==> config.mk <==
export PLATFORM = sky130hd
export DESIGN_NAME = tdm_demux8_flat
export DESIGN_NICKNAME = d
export VERILOG_FILES = /design/src/rtl/tdm_demux8_pkg.sv /design/src/rtl/tdm_demux8_if.sv /design/src/rtl/tdm_slot_ctr.sv /design/src/rtl/tdm_demux8.sv /design/src/flat_wrapper.sv
export SDC_FILE = /design/constraint.sdc
export NUM_CORES = 1
export LEC_CHECK = 0
export ABC_AREA = 0
export BUFFER_PORTS_ARGS = -buffer_cell sky130_fd_sc_hd__buf_2
export CORE_UTILIZATION = 54
export DETAILED_ROUTE_END_ITERATION = 8
export GPL_ROUTABILITY_DRIVEN = 0
export PLACE_DENSITY = 0.82
export SYNTH_ARGS = -nofsm -noshare
export SYNTH_HDL_FRONTEND = slang
export SYNTH_HIERARCHICAL = 1
export SYNTH_SLANG_ARGS = --single-unit
==> constraint.sdc <==
create_clock -name clk -period 2.5 [get_ports clk]
set_input_delay 0.5 -clock clk [delete_from_list [all_inputs] [get_ports clk]]
set_output_delay 0.5 -clock clk [all_outputs]
set_load 0.02 [all_outputs]
==> src/rtl/tdm_demux8_pkg.sv <==
// Shared types and frame geometry for the TDM 1:8 demultiplexer; TDM_DEMUX8_PARITY_EN adds a 9th (parity) slot.
// No logic here; latency and backpressure are defined by the users of these constants.
package tdm_demux8_pkg;
  typedef enum logic {HUNT, LOCK} state_t;
`ifdef TDM_DEMUX8_PARITY_EN
  localparam int NUM_SLOTS  = 9;
  localparam int SLOT_IDX_W = 4;
`else
  localparam int NUM_SLOTS  = 8;
  localparam int SLOT_IDX_W = 3;
`endif
  localparam int MISS_W = 3;
endpackage

==> src/rtl/tdm_demux8_if.sv <==
// Serial-lane-in / parallel-frame-out bundle for tdm_demux8; slot width follows TDM_DEMUX8_PARITY_EN.
// Strobe-qualified input (en), no backpressure on the output side.
interface tdm_demux8_if
  import tdm_demux8_pkg::*;
#(
  parameter int W = 1
);
  logic                  en;
  logic                  frame_sync;
  logic [W-1:0]          din;
  logic [8*W-1:0]        o;
  logic                  frame_valid;
  logic [SLOT_IDX_W-1:0] slot;
  logic                  locked;
  logic                  sync_err;
  logic                  par_err;

  modport master (
    output en, frame_sync, din,
    input  o, frame_valid, slot, locked, sync_err, par_err
  );

  modport slave (
    input  en, frame_sync, din,
    output o, frame_valid, slot, locked, sync_err, par_err
  );
endinterface

==> src/rtl/tdm_slot_ctr.sv <==
// Slot position counter (wrap, realign-to-1, clear) plus consecutive missing-sync counter.
// Registered outputs, advances only on commands from the owning FSM; no backpressure.
module tdm_slot_ctr
  import tdm_demux8_pkg::*;
#(
  parameter int MISS_LIMIT = 2
) (
  input  logic                  clk,
  input  logic                  rst_n,
  input  logic                  step,
  input  logic                  load,
  input  logic                  zero,
  input  logic                  miss_inc,
  input  logic                  miss_clr,
  output logic [SLOT_IDX_W-1:0] slot,
  output logic                  at_last,
  output logic                  miss_hit
);
  logic [MISS_W-1:0] miss_cnt;

  assign at_last  = (slot == SLOT_IDX_W'(NUM_SLOTS - 1));
  // High when one more miss would reach the limit.
  assign miss_hit = (miss_cnt == MISS_W'(MISS_LIMIT - 1));

  always_ff @(posedge clk or negedge rst_n) begin
    if (!rst_n) begin
      slot     <= '0;
      miss_cnt <= '0;
    end else begin
      if (zero)
        slot <= '0;
      else if (load)
        slot <= SLOT_IDX_W'(1);
      else if (step)
        slot <= at_last ? '0 : slot + SLOT_IDX_W'(1);

      if (miss_clr)
        miss_cnt <= '0;
      else if (miss_inc)
        miss_cnt <= miss_cnt + MISS_W'(1);
    end
  end
endmodule

==> src/rtl/tdm_demux8.sv <==
// TDM 1:8 demux with HUNT/LOCK alignment; frame word registered on the last-slot edge (TDM_DEMUX8_PARITY_EN: 9th parity slot).
// One register stage from last slot to o/frame_valid; input paced by en, no output backpressure.
module tdm_demux8
  import tdm_demux8_pkg::*;
#(
  parameter int W          = 1,
  parameter int MISS_LIMIT = 2
) (
  input logic          clk,
  input logic          rst_n,
  tdm_demux8_if.slave  bus
);
  state_t                   state;
  logic [(NUM_SLOTS-1)*W-1:0] shadow;
  logic [8*W-1:0]           o_q;
  logic                     fv_q;
  logic                     se_q;
  logic [SLOT_IDX_W-1:0]    slot;
  logic                     at_last;
  logic                     miss_hit;
  logic                     at_zero, hunt_hit, lock_en, early, miss, drop, step, load;

  assign at_zero  = (slot == '0);
  assign hunt_hit = (state == HUNT) && bus.en && bus.frame_sync;
  assign lock_en  = (state == LOCK) && bus.en;
  assign early    = lock_en && bus.frame_sync && !at_zero;
  assign miss     = lock_en && at_zero && !bus.frame_sync;
  assign drop     = miss && miss_hit;
  assign load     = hunt_hit || early || (lock_en && at_zero && !drop);
  assign step     = lock_en && !at_zero && !bus.frame_sync;

  tdm_slot_ctr #(.MISS_LIMIT(MISS_LIMIT)) u_ctr (
    .clk      (clk),
    .rst_n    (rst_n),
    .step     (step),
    .load     (load),
    .zero     (drop),
    .miss_inc (miss && !miss_hit),
    .miss_clr (drop || (lock_en && bus.frame_sync)),
    .slot     (slot),
    .at_last  (at_last),
    .miss_hit (miss_hit)
  );

`ifdef TDM_DEMUX8_PARITY_EN
  logic         pe_q;
  logic [W-1:0] par_calc;

  always_comb begin
    par_calc = '0;
    for (int k = 0; k < 8; k++)
      par_calc = par_calc ^ shadow[k*W +: W];
  end
  assign bus.par_err = pe_q;
`else
  assign bus.par_err = 1'b0;
`endif

  always_ff @(posedge clk or negedge rst_n) begin
    if (!rst_n) begin
      state  <= HUNT;
      shadow <= '0;
      o_q    <= '0;
      fv_q   <= 1'b0;
      se_q   <= 1'b0;
`ifdef TDM_DEMUX8_PARITY_EN
      pe_q   <= 1'b0;
`endif
    end else begin
      fv_q <= 1'b0;
      se_q <= 1'b0;
`ifdef TDM_DEMUX8_PARITY_EN
      pe_q <= 1'b0;
`endif
      case (state)
        HUNT: begin
          if (hunt_hit) begin
            shadow[0 +: W] <= bus.din;
            state          <= LOCK;
          end
        end
        LOCK: begin
          if (bus.en) begin
            if (early) begin
              // Misplaced sync: drop partial frame, treat this sample as slot 0.
              se_q           <= 1'b1;
              shadow[0 +: W] <= bus.din;
            end else if (at_zero) begin
              se_q <= !bus.frame_sync;
              if (drop)
                state <= HUNT;
              else
                shadow[0 +: W] <= bus.din;
            end else if (at_last) begin
`ifdef TDM_DEMUX8_PARITY_EN
              if (par_calc == bus.din) begin
                o_q  <= shadow;
                fv_q <= 1'b1;
              end else begin
                pe_q <= 1'b1;
              end
`else
              o_q  <= {bus.din, shadow};
              fv_q <= 1'b1;
`endif
            end else begin
              for (int k = 1; k < NUM_SLOTS - 1; k++)
                if (slot == SLOT_IDX_W'(k))
                  shadow[k*W +: W] <= bus.din;
            end
          end
        end
        default: state <= HUNT;
      endcase
    end
  end

  assign bus.o           = o_q;
  assign bus.frame_valid = fv_q;
  assign bus.sync_err    = se_q;
  assign bus.slot        = slot;
  assign bus.locked      = (state == LOCK);
endmodule

==> src/flat_wrapper.sv <==
// flat-port wrapper written by rule: the top's interface ports become plain ports
module tdm_demux8_flat import tdm_demux8_pkg::*;
#(
  parameter int W          = 1,
  parameter int MISS_LIMIT = 2
)
  (clk, rst_n, bus_en, bus_frame_sync, bus_din, bus_o, bus_frame_valid, bus_slot, bus_locked, bus_sync_err, bus_par_err);
  tdm_demux8_if #(.W(W)) bus_i ();
  input logic clk;
  input logic rst_n;
  input wire logic [$bits(bus_i.en)-1:0] bus_en;
  input wire logic [$bits(bus_i.frame_sync)-1:0] bus_frame_sync;
  input wire logic [$bits(bus_i.din)-1:0] bus_din;
  output wire logic [$bits(bus_i.o)-1:0] bus_o;
  output wire logic [$bits(bus_i.frame_valid)-1:0] bus_frame_valid;
  output wire logic [$bits(bus_i.slot)-1:0] bus_slot;
  output wire logic [$bits(bus_i.locked)-1:0] bus_locked;
  output wire logic [$bits(bus_i.sync_err)-1:0] bus_sync_err;
  output wire logic [$bits(bus_i.par_err)-1:0] bus_par_err;
  assign bus_i.en = bus_en;
  assign bus_i.frame_sync = bus_frame_sync;
  assign bus_i.din = bus_din;
  assign bus_o = bus_i.o;
  assign bus_frame_valid = bus_i.frame_valid;
  assign bus_slot = bus_i.slot;
  assign bus_locked = bus_i.locked;
  assign bus_sync_err = bus_i.sync_err;
  assign bus_par_err = bus_i.par_err;
  tdm_demux8 #(.W(W), .MISS_LIMIT(MISS_LIMIT)) u_core (.clk(clk), .rst_n(rst_n), .bus(bus_i));
endmodule
# After elaboration in Yosys (flattened, before gate mapping)
# Cells that the tools add are included.
# W data, S select, Z words.
[totals]
out_inout_bits = 15
reg_bits = 24
latchBits = 0
romBits = 0
ramBits = 0
elab_cells = 88
inputBits = 5
mem_count = 0
[classes]
n_mux = 27
n_reduce_logical = 30
div = 0
eq_ne = 12
shifts = 0
order_cmp = 0
add_sub_neg = 2
bitwise_logic = 4
n_mul = 0
[ops]
columns = ["operator", "n"]
rows = [
  ["$reduce_and A6 Y1", 6],
  ["$mux W1", 19],
  ["$mux W3", 6],
  ["$eq A3 B3 Y1 const B", 4],
  ["$logic_and A1 B1 Y1", 12],
  ["$add A3 B1 Y3 const B", 2],
  ["$eq A3 B1 Y1 const B", 2],
  ["$eq A3 B2 Y1 const B", 2],
  ["$ne A3 B3 Y1 const B", 2],
  ["$reduce_and A5 Y1", 1],
  ["$logic_not A1 Y1", 4],
  ["$not A1 Y1", 4],
  ["$pmux W1 S2", 2],
  ["$reduce_and A4 Y1", 1],
  ["$logic_not A3 Y1", 1],
  ["$logic_or A1 B1 Y1", 3],
  ["$reduce_bool A3 Y1", 1],
  ["$ne A2 B1 Y1 const B", 1],
  ["$ne A2 B2 Y1 const B", 1],
  ["$reduce_bool A2 Y1", 1],
]

# Depth between registers and ports, before layout
[depth]
depth_word = 9
depth_mapped = 8
ltp_nobuf = 8

# Cells and area by module
# Netlist, hierarchy kept.
[modules_own_cells]
columns = ["mod", "cells_each", "n_inst", "area_per_inst_um2", "seq_area_each_um2"]
rows = [
  ["tdm_demux8", 67, 1, 859.6, 450.4],
  ["tdm_slot_ctr", 29, 1, 324.1, 150.1],
]

# Worst setup path before layout
# Ideal clock, no wire load.
[synth_timing]
path_type = "reg2reg"
startpoint = "reg u_core.u_ctr.slot[0]"
endpoint = "reg u_core.shadow[2]"
arrival_time_ns = 1.887
path_buffers = 0
period_less_slack_ns = 2.012
setup_time_ns = 0.125
stages_incl_launch_ff = 6
t_required_ns = 2.375
path_slack_ns = 0.488
cell_sequence = "dfrtp_1 -> ha_1 -> ha_1 -> and4bb_2 -> and4bb_2 -> mux2_2"
[synth_via]
word_cells_on_any_way = 9
classes_between = "2 x eq/ne; 3 x bitwise; 4 x reduce/logical"
[synth_lines]
columns = ["item", "line_no", "rtl"]
rows = [
  ["from (decl)", "tdm_slot_ctr.sv:15", "output logic [SLOT_IDX_W-1:0] slot,"],
  ["from (signal assigned)", "tdm_slot_ctr.sv:35", "slot <= at_last ? '0 : slot + SLOT_IDX_W'(1);"],
  ["$eq A3 B3 Y1", "tdm_slot_ctr.sv:21", "assign at_last = (slot == SLOT_IDX_W'(NUM_SLOTS - 1));"],
  ["via u_core.at_last", "tdm_demux8.sv:19", "logic at_last;"],
  ["$not A1 Y1 (no source line)", "--", ""],
  ["$reduce_and A6 Y1 (no source line)", "--", ""],
  ["to (signal, indexed assignment)", "tdm_demux8.sv:78", "shadow[0 +: W] <= bus.din;"],
  ["to (signal, indexed assignment)", "tdm_demux8.sv:87", "shadow[0 +: W] <= bus.din;"],
  ["to (signal, indexed assignment)", "tdm_demux8.sv:93", "shadow[0 +: W] <= bus.din;"],
  ["to (decl)", "tdm_demux8.sv:14", "logic [(NUM_SLOTS-1)*W-1:0] shadow;"],
]
# The timed path passes the listed nets, and every way through them passes these cells.
# A chain may end at the register's enable or synchronous reset.

# Worst setup path in the final report
[layout_timing]
startpoint = "reg u_core.u_ctr.slot[0]"
endpoint = "reg u_core.shadow[4]"
# Same word-level chain as after synthesis.

==> metrics.txt <==
initial antenna violation count=0; crit end category=flip-flop; Post-CTS Setup Bufs=0; Peak VDD IR=523.2 µV; chip width=48.82 µm; CP cell instances=ha_1 > ha_1 > and4bb_2 > and4bb_2 > mux2_2; Post-synth ARST share=100.0%; Final #Nets=126; Post-synth EDFFs=0; Final setup viols=0; io pins=20; fin. max-slew vios=0; fin crit share=85.03%; Worst-path clk slew=120 ps; critical path's largest stage delay=520 ps; CTS tree=done; Main synth FF type=dfrtp_1; DRT Pass-1 Iters=4; status=completed; layout cells sized above 1=36.52%; CTS Buffer Depth=2; DR iter-0 viols=7; mapped cell area=1184 µm²; initial core utilization=59.12%; first-pass GRT wire length=3450 µm; delay-heaviest family, CP=simple AND/OR/NAND/NOR gates; Cell variety after synth=32; Final HPWL DP=1455 µm; Area Growth Syn to Fin=11.10%; Req. time, crit path=2690 ps; P_leak=0.0006579 µW; CTS root buffer=clkbuf_4; total track usage=19.04%; Max-Cap Viols=0; CP max stage cell=dfrtp_1; reg2reg start=u_core/u_ctr/slot[0]; Synth Warn #=6; Residual DRC=0; Hold Violations, Final=0; CP bufs+invs=0; mean post-synth cell area=12.33 µm²; critical path class=reg -> reg; IO buf count=18; Peak Freq=0.4704 GHz; pwr dens=841.5 nW/µm²; core area=2002 µm²; fin util=65.69%; Inserted Clock Buffers=3; r2r endpoint=u_core/shadow[4]; vias in the first global route=775; Post-DP Area=1292 µm²; minimum clock period=2126 ps; via count=781; Die ar.=2383 µm²; Worst-Margin Slew=664.7 ps; Synth Instances=96; post-route cell area=1315 µm²; crit-path max FO=13; RSZ-0062 raised after global routing=false; cells on worst reg2reg path=5; number of synthesized register bits=24; Worst-Skew Late Latency=290 ps; DRT Wirelength=1978 µm; slew margin rel.=55.34%; Clock Skew=6.321 ps; PostCTS Resize Cnt=0; die span in y=48.82 µm; Routed WL per cell=13.93 µm; critical path arrival=2310 ps; H-Tree Depth=1; largest net degree at the start of global routing=25; sinks on the clock net=24; fraction of the yosys area taken by sequential cells=50.74%; min-delay worst type=in -> async; Tot Pwr=1107 µW; antenna fix cells=0; R2R setup slack=370 ps; final antenna-violating net count=0; post-synthesis net count=105; CTS Hold Bufs=0; grt total ovfl=0; CP Launch Type=flip-flop; Via density=5.500; row count=16; setup TNS=0 ps
## worst register-to-register path, delay by kind of cell, from the launching register on
family                   cells  cell delay, ps
AND/OR/NAND/NOR              2             660
flip-flops                   1             520
adder cells (fa/ha/maj)      2             510
multiplexers                 1             330
## Yosys cell counts (3+ instances only)
master | instances | area [µm²]
mux2_4 | 3 | 45.04
a21oi_1 | 3 | 15.01
nand4b_1 | 3 | 26.28
mux2_2 | 11 | 123.9
nor2_1 | 5 | 18.77
dfrtp_1 | 24 | 600.6
nand2b_1 | 4 | 25.02
ha_1 | 4 | 50.05
nor3_1 | 4 | 20.02
inv_1 | 5 | 18.77
and4bb_2 | 3 | 37.54
## worst max-delay path by stage
| stage | startpoint | end | cells after the start | slack, ps |
|---|---|---|---|---|
| 5_1_grt | u_core/u_ctr/slot[0] | u_core/shadow[4] | 5 | 300 |
| 6_report | u_core/u_ctr/slot[0] | u_core/shadow[4] | 5 | 370 |
| 4_1_cts | u_core/u_ctr/slot[0] | u_core/shadow[4] | 5 | 390 |
| 2_1_floorplan | u_core/u_ctr/slot[0] | u_core/shadow[2] | 5 | 490 |
| 3_5_place_dp | u_core/u_ctr/slot[0] | u_core/shadow[4] | 5 | 410 |
| 3_3_place_gp | u_core/u_ctr/slot[0] | u_core/shadow[4] | 5 | 440 |
## stage by stage
stage                     setup WS [ps]  hold slack (ps)  cells
final                             374.3            153.2    142
after global routing              303.9            190.5    142
after CTS                         387.4            165.0    142
after detailed placement          406.5            489.4    139
after global placement            443.7            483.8    139
after floorplan                   487.9            204.4     96
## logic make-up after synthesis
| family | after synthesis | synth area share (%) |
|---|---|---|
| AOI/OAI and AO/OA | 10 | 5.814 |
| muxes | 15 | 15.12 |
| and+or+nand+nor | 32 | 19.14 |
| xor gates and xnor gates | 2 | 1.480 |
| DFF | 24 | 50.74 |
| other | 1 | 0.3168 |
| buffers and inverters | 8 | 3.171 |
| adders and majority gates | 4 | 4.228 |
## cells in the final DEF, fill, tap and decap left out, drive strengths merged
cell    netlist  layout
a211oi        1       1
a21bo         1       1
a21oi         3       3
a22o          1       1
a31oi         2       2
and3          1       1
and3b         1       1
and4bb        3       3
buf           2      18
clkbuf        0       3
conb          1       1
dfrtp        24      24
ha            4       4
inv           6       6
mux2         14      14
mux2i         1       1
nand2         2       2
nand2b        4       4
nand3         3       3
nand3b        2       2
nand4b        3       3
nor2          5       5
nor2b         1       1
nor3          4       4
o211ai        1       1
o31ai         1       1
or3           1       1
or3b          1       1
or4           1       1
xnor2         2       2
## cell type report
cell class | count | area (µm²)
multi-input cells | 64 | 545.5
repair buffers | 18 | 90.09
clock buffers | 3 | 22.52
inverters | 6 | 22.52
well taps | 27 | 33.78
fillers | 159 | 686.9
flip-flops and latches | 24 | 600.6
## power by group
group	total [µW]	switching (µW)	internal [µW]
Combinational	375	198	177
Clock	153	97.2	56.0
Sequential	578	100	478
Total	1110	396	711
## registers in the layout (all words and copies together) (netlist names)
signal	count
u_core/bus.frame_valid	1
u_core/bus.locked	1
u_core/bus.sync_err	1
u_core/u_ctr/slot	3
u_core/shadow	7
u_core/u_ctr/miss_cnt	3
u_core/bus.o	8
## layer usage
metal  up-vias  share of wire, %  GRT usage, %
li1        382                 -             -
met1       388                45         23.03
met2        11                53         34.72
met3         0               2.5         3.738
met4         0                 0         4.412
met5         -                 0             0
(Power assumes the default switching activity.)
